File: src/rtl/uart_rs232_tx.sv
// RS-232 UART transmitter: start bit, 5..8 data bits LSB first, optional parity, 1 or 2 stop bits.
// Bit timing comes from an external oversampling Tick; define UART_TX_PARITY_EN to add the parity bit.
module uart_rs232_tx #(
  parameter int OVERSAMPLE = 16,
  parameter int STOP_BITS  = 1
) (
  input  logic       Clk,
  input  logic       Rst_n,
  input  logic       Tick,
  input  logic       TxEn,
  input  logic       TxStart,
  input  logic [7:0] TxData,
  input  logic [3:0] NBits,
`ifdef UART_TX_PARITY_EN
  input  logic       ParityOdd,
`endif
  output logic       Tx,
  output logic       Busy,
  output logic       TxDone
);

  localparam int TW = ($clog2(OVERSAMPLE) > 4) ? $clog2(OVERSAMPLE) : 4;
  localparam logic [TW-1:0] TICK_LAST = TW'(OVERSAMPLE - 1);
  localparam logic [2:0]    STOP_LAST = 3'(STOP_BITS - 1);

  typedef enum logic [2:0] {
    S_IDLE,
    S_START,
    S_DATA,
`ifdef UART_TX_PARITY_EN
    S_PARITY,
`endif
    S_STOP
  } state_e;

  state_e        state_q, state_d;
  logic [TW-1:0] tick_q, tick_d;
  logic [2:0]    bit_q, bit_d;       // data bit index, reused as stop bit index
  logic [2:0]    last_q, last_d;     // index of the last data bit (NBits-1)
  logic [7:0]    shreg_q, shreg_d;
  logic          done_q, done_d;
`ifdef UART_TX_PARITY_EN
  logic          par_q, par_d;
`endif

  logic       bit_end;
  logic [3:0] nb_m1;
  logic [2:0] nb_last;

  assign bit_end = Tick && (tick_q == TICK_LAST);
  assign nb_m1   = NBits - 4'd1;
  // Out-of-range widths fall back to a full byte.
  assign nb_last = (NBits >= 4'd5 && NBits <= 4'd8) ? nb_m1[2:0] : 3'd7;

  // NOTE: state registers use non-blocking assignments so every flop samples pre-edge values.
  always_ff @(posedge Clk or negedge Rst_n) begin
    if (!Rst_n) begin
      state_q <= S_IDLE;
      tick_q  <= '0;
      bit_q   <= '0;
      last_q  <= 3'd7;
      shreg_q <= '0;
      done_q  <= 1'b0;
`ifdef UART_TX_PARITY_EN
      par_q   <= 1'b0;
`endif
    end else begin
      state_q <= state_d;
      tick_q  <= tick_d;
      bit_q   <= bit_d;
      last_q  <= last_d;
      shreg_q <= shreg_d;
      done_q  <= done_d;
`ifdef UART_TX_PARITY_EN
      par_q   <= par_d;
`endif
    end
  end

  always_comb begin
    // NOTE: every next-state signal gets a default first so no latch can be inferred.
    state_d = state_q;
    tick_d  = tick_q;
    bit_d   = bit_q;
    last_d  = last_q;
    shreg_d = shreg_q;
    done_d  = 1'b0;
`ifdef UART_TX_PARITY_EN
    par_d   = par_q;
`endif

    if (state_q != S_IDLE && Tick) begin
      tick_d = bit_end ? '0 : tick_q + 1'b1;
    end

    unique case (state_q)
      S_IDLE: begin
        if (TxEn && TxStart) begin
          state_d = S_START;
          tick_d  = '0;
          bit_d   = '0;
          last_d  = nb_last;
          shreg_d = TxData;
`ifdef UART_TX_PARITY_EN
          par_d   = (^(TxData & (8'hFF >> (3'd7 - nb_last)))) ^ ParityOdd;
`endif
        end
      end
      S_START: begin
        if (bit_end) state_d = S_DATA;
      end
      S_DATA: begin
        if (bit_end) begin
          shreg_d = {1'b0, shreg_q[7:1]};
          if (bit_q == last_q) begin
            bit_d = '0;
`ifdef UART_TX_PARITY_EN
            state_d = S_PARITY;
`else
            state_d = S_STOP;
`endif
          end else begin
            bit_d = bit_q + 3'd1;
          end
        end
      end
`ifdef UART_TX_PARITY_EN
      S_PARITY: begin
        if (bit_end) state_d = S_STOP;
      end
`endif
      S_STOP: begin
        if (bit_end) begin
          if (bit_q == STOP_LAST) begin
            state_d = S_IDLE;
            bit_d   = '0;
            done_d  = 1'b1;
          end else begin
            bit_d = bit_q + 3'd1;
          end
        end
      end
      default: state_d = S_IDLE;
    endcase
  end

  // Tx decodes straight from state so an async reset forces the line high immediately.
  always_comb begin
    Tx = 1'b1;
    unique case (state_q)
      S_START:  Tx = 1'b0;
      S_DATA:   Tx = shreg_q[0];
`ifdef UART_TX_PARITY_EN
      S_PARITY: Tx = par_q;
`endif
      default:  Tx = 1'b1;
    endcase
    Busy   = (state_q != S_IDLE);
    TxDone = done_q;
  end

endmodule

File: config.mk
export PLATFORM = sky130hd
export DESIGN_NAME = uart_rs232_tx
export DESIGN_NICKNAME = d
export VERILOG_FILES = /design/src/rtl/uart_rs232_tx.sv
export SDC_FILE = /design/constraint.sdc
export NUM_CORES = 1
export LEC_CHECK = 0
export BUFFER_PORTS_ARGS = -buffer_cell sky130_fd_sc_hd__buf_2
export CORE_MARGIN = 2
export CORE_UTILIZATION = 45
export DETAILED_ROUTE_END_ITERATION = 8
export GPL_TIMING_DRIVEN = 0
export PLACE_DENSITY_LB_ADDON = 0.12
export RECOVER_POWER = 100
export SLEW_MARGIN = 30
export SYNTH_ARGS = -nofsm -noshare
export SYNTH_HDL_FRONTEND = slang
export SYNTH_SLANG_ARGS = --single-unit
File: constraint.sdc
create_clock -name Clk -period 2.73 [get_ports Clk]
set_clock_uncertainty 0.05 [all_clocks]
set_input_delay 0.4095 -clock Clk [delete_from_list [all_inputs] [get_ports Clk]]
set_output_delay 0.4095 -clock Clk [all_outputs]
set_load 0.02 [all_outputs]
Word level (Yosys, flattened, before mapping)
Index checks and enable logic that the tools add are counted. W data, S select, Z words.

Output and inout port bits: 3. Flip-flop bits (word level): 22. Memories: 0. ROM bits: 0. Logic and storage cells: 60. Bits in latches: 0. RAM bits: 0. Input bits: 17.

Equal/unequal tests: 11. Magnitude comparators: 2. $add $sub $neg: 3. Reductions and logical operators: 13. Divide/modulo/power cells: 0. Muxes and demuxes: 25. Multiply operators: 0. Bitwise gates (word level): 0. Shift operators: 0.

Operators with widths (count): $mux W3 (12); $mux W4 (4); $mux W8 (2); $pmux W8 S2 (1); $ne A2 B2 Y1 const B (6); $pmux W3 S4 (1); $pmux W3 S3 (1); $eq A3 B2 Y1 const B (2); $logic_not A3 Y1 (2); $reduce_and A6 Y1 (1); $reduce_bool A3 Y1 (2); $add A4 B1 Y4 const B (1); $eq A4 B4 Y1 const B (1); $ge A4 B3 Y1 const B (1); $le A4 B4 Y1 const B (1); $logic_and A1 B1 Y1 (4); $reduce_and A4 Y1 (1); $add A3 B1 Y3 const B (1); $eq A3 B1 Y1 const B (1); $eq A3 B3 Y1 (1); $mux W1 (3); $reduce_and A3 Y1 (1); $sub A3 B1 Y3 const B (1); $pmux W1 S2 (1); other kinds (2) (2).

Longest topological paths before layout
Word-level depth: 6. Gate-level depth with buffers: 6. Mapped depth without buffers: 6.

Worst setup path before layout
No wires, ideal clock.

Kind: flip-flop to output port. From: register state_q[0]. To: output port Tx. Path buffers: 1. Arrival time: 1.437 ns. Stages on the path, launching flop included: 5. Path slack: 0.833 ns. Required time: 2.271 ns. Cell sequence: dfrtp_1 -> inv_1 -> ha_1 -> clkbuf_1 -> o21ai_0.

Longest elaborated chain between the ends: 2.

RTL lines: start, declared (line 36) `state_e state_q, state_d;`; start signal, assigned (line 68) `state_q <= state_d;`; $eq A3 B2 Y1 / $eq A3 B1 Y1 (equally long branches) (line 150) `unique case (state_q)`; $pmux W1 S2 (*) (line 150); end, declared (line 17) `output logic Tx,`.

Mark *: on every way between the ends. The rest lies on a longest branch, timed or not.

Worst setup path after layout
Same ends and word-level chain as after synthesis.

==> reports/metrics.cfg <==
[timing]
fmax_mhz = 404
grt_setup_unrepaired = false
worst_slew_pin_slew_ns = 1.14
layout_setup_ws_ns = 0.254
whs_ns = 0.206
period_share_pct = 90.7
finalSetupTns_ns = 0
fin_crit_ns = 2.48
setup_viol = 0
hold_violations = 0
slew_violations = 0
slew_headroom_pct = 23.7

[logic_synthesis]
yosysWarningCount = 0
ys_ff_latch = 21
syn-cell-area_mm2 = 0.00126
synth_area_leaders = dfrtp_1, mux2_2, ha_1
syn_avg_cell_area_um2 = 10.8
synth_seq_area_share_pct = 41.8
syn_nets = 144
synth_largest_area_cell = dfrtp_1
yosysTopAreaCellShare_pct = 35.6
postSynthCellCount = 117
synth_cell_types = 36

[setup_path]
critPathMaxFanout = 10
arrival_ns = 2.02
cp-start-kind = register
cp-end-kind = output port
setup.worst_path.class = register to output port
slowest_stage = dfrtp_1
cp_cell_sequence = inv_1 > ha_1 > clkbuf_1 > nand2_1 > o21ai_0 > clkbuf_1
max_stage_delay_ns = 0.44
cp_common_cell = clkbuf_1
cp.required_ns = 2.27

[floorplanning]
rows = 19
start_util_pct = 46.7
die-height_um = 57.0
die_x_um = 57.0
core_mm2 = 0.00271
io_pins = 20
die_area_mm2 = 0.00325

[placed_design]
pre_cts_slack_ns = 0.635
placed_area_mm2 = 0.00140
gp_congestion = 0.820
portBuffers = 19
dpl.hpwl_um = 1760
place_inst = 167

[drt]
avgViaCountPerCell = 5.36
initialDrtViolationCount = 28
wl_um = 2300
drc = 0
final_antenna_net_count = 0
post_drt_wl_per_cell_um = 13.4
first_pass_iters = 4
vias = 917

[grt]
grt_pass1_vias = 986
grt_pass1_wl_um = 4190
antenna_found_initial = 0
grt_max_degree = 22
overflow = 0
grt.total_usage_pct = 16.3

[clock_tree]
cts_tree = built
clk_pin_slew_ns = 0.13
cts_buffer_depth = 2
cts_hold_buf = 0
ctsResizeCount = 0
cts-root-buf = clkbuf_4
clock_latency_ns = 0.31
cts_setup_buffers = 0
cts_buffers = 3
htreeDepth = 1
clock-sinks = 21

[power_and_ir_drop]
power_frac_clock_pct = 11.0
leakage_nw = 0.628
p_int_mw = 0.850
switching_share_pct = 39.5
power_frac_seq_pct = 39.4
power_mw = 1.40
p_per_area_mw_per_mm2 = 1000
peakVddDrop_mv = 0.541
comb_power_share_pct = 49.6
power.switching_mw = 0.554

[layout]
fillers = 256
multi_input_area_um2 = 664
post_route_cells_drive_above_1_share_pct = 27.9
final_cells = 171
fin_area_mm2 = 0.00140
fin_util_pct = 51.6
fin_nets = 168
area_delta_synth_final_pct = 10.6
n_antenna_cell = 0
regArea_um2 = 529

[run_status]
outcome = finished, final reports clean

[job]
drv_cap = 0

[min_path]
hp-class = primary input to register

==> cell type report <==
| cell class | instances | share of cell area (%) |
|---|---|---|
| multi-input cells | 83 | 47.5 |
| flip-flops and latches | 21 | 37.8 |
| repair buffers | 19 | 6.44 |
| inverters | 11 | 2.95 |
| well taps | 31 | 2.77 |
| clock buffers | 3 | 1.61 |
| plain buffers | 2 | 0.537 |
| clock inverters | 1 | 0.358 |
==> cell families (layout without fill, tap and decap cells) <==
kind of cell	count (synthesis)	after routing	share of synthesized area, %
fa+ha+maj	10	10	9.89
buf+inv	13	36	3.86
compound gates	25	25	14.4
flops	21	21	41.8
mux	18	18	15.7
xor+xnor	2	2	1.39
simple gates	28	28	12.9
==> worst max-delay path, delay by kind of cell, from the launching register on <==
family | cells | cell delay, ns
adder cells (fa/ha/maj) | 1 | 0.31
flip-flops | 1 | 0.44
AND/OR/NAND/NOR | 1 | 0.08
buffers and inverters | 3 | 0.79
AO/OA/AOI/OAI | 1 | 0.09
==> power groups by stage <==
stage	logic [mW]	registers, mW	clock network [mW]
global placement	0.726	0.555	0
global route	0.792	0.573	0.176
CTS	0.755	0.553	0.163
finish	0.697	0.553	0.155
detailed placement	0.751	0.561	0
floorplan	0.607	0.534	0
==> Yosys cell counts <==
master and number:
xor2_1 2, ha_1 10, nor2_2 1, or2_2 1, o211ai_1 3, inv_1 11, o41ai_1 1, a21o_1 1
nand4_1 2, or3_1 1, nor2b_1 3, nand2b_1 1, and4_1 1, a21boi_2 1, a41oi_1 1, a211oi_2 1
o2111ai_1 2, nor4_4 1, mux2i_1 3, a2bb2oi_2 1, nor2_1 6, dfrtp_1 18, a21oi_1 5, o21ai_0 6
nand3_1 3, clkbuf_1 2, o21a_1 1, nand3b_1 1, mux2_2 14, mux2_1 1, and3_1 1, o31a_1 1
nor3_1 2, nand2_1 4, o21bai_1 1, dfstp_2 3
==> state kept, by name, summed over array words and instances, names as in the netlist <==
register and flops:
shreg_q 8, tick_q 4, bit_q 3, last_q 3, state_q 2, TxDone 1
==> cell usage in the layout, fill, tap and decap left out, drive strengths merged, types with 4 or more instances in the layout <==
cell type,count
a21oi,5
buf,15
clkbuf,9
dfrtp,18
ha,10
inv,11
mux2,15
nand2,4
nor2,7
o21ai,6
==> metal layers <==
layer	routed length [um]	track usage [%]	vias up
li1	-	-	467
met1	1070	20.9	429
met2	1110	28.2	19
met3	98	2.04	2
met4	17	5.98	0
met5	0	0	-
==> path summary, 6_finish.rpt <==
check | slack [ns] | to | start | depth (start not counted)
max | 0.25 | Tx | state_q[0]$_DFFE_PN0P_ | 6
min | 0.21 | last_q[0]$_DFFE_PN1P_ | NBits[0] | 2
max reg2reg | 0.46 | state_q[1]$_DFFE_PN0P_ | state_q[0]$_DFFE_PN0P_ | 6
min reg2reg | 0.47 | last_q[1]$_DFFE_PN1P_ | last_q[1]$_DFFE_PN1P_ | 2
max in group asynchronous | 1.71 | state_q[0]$_DFFE_PN0P_ | Rst_n | 1
min in group asynchronous | 0.24 | tick_q[2]$_DFF_PN0_ | Rst_n | 1
No activity file was read; power rests on OpenSTA's default activity.
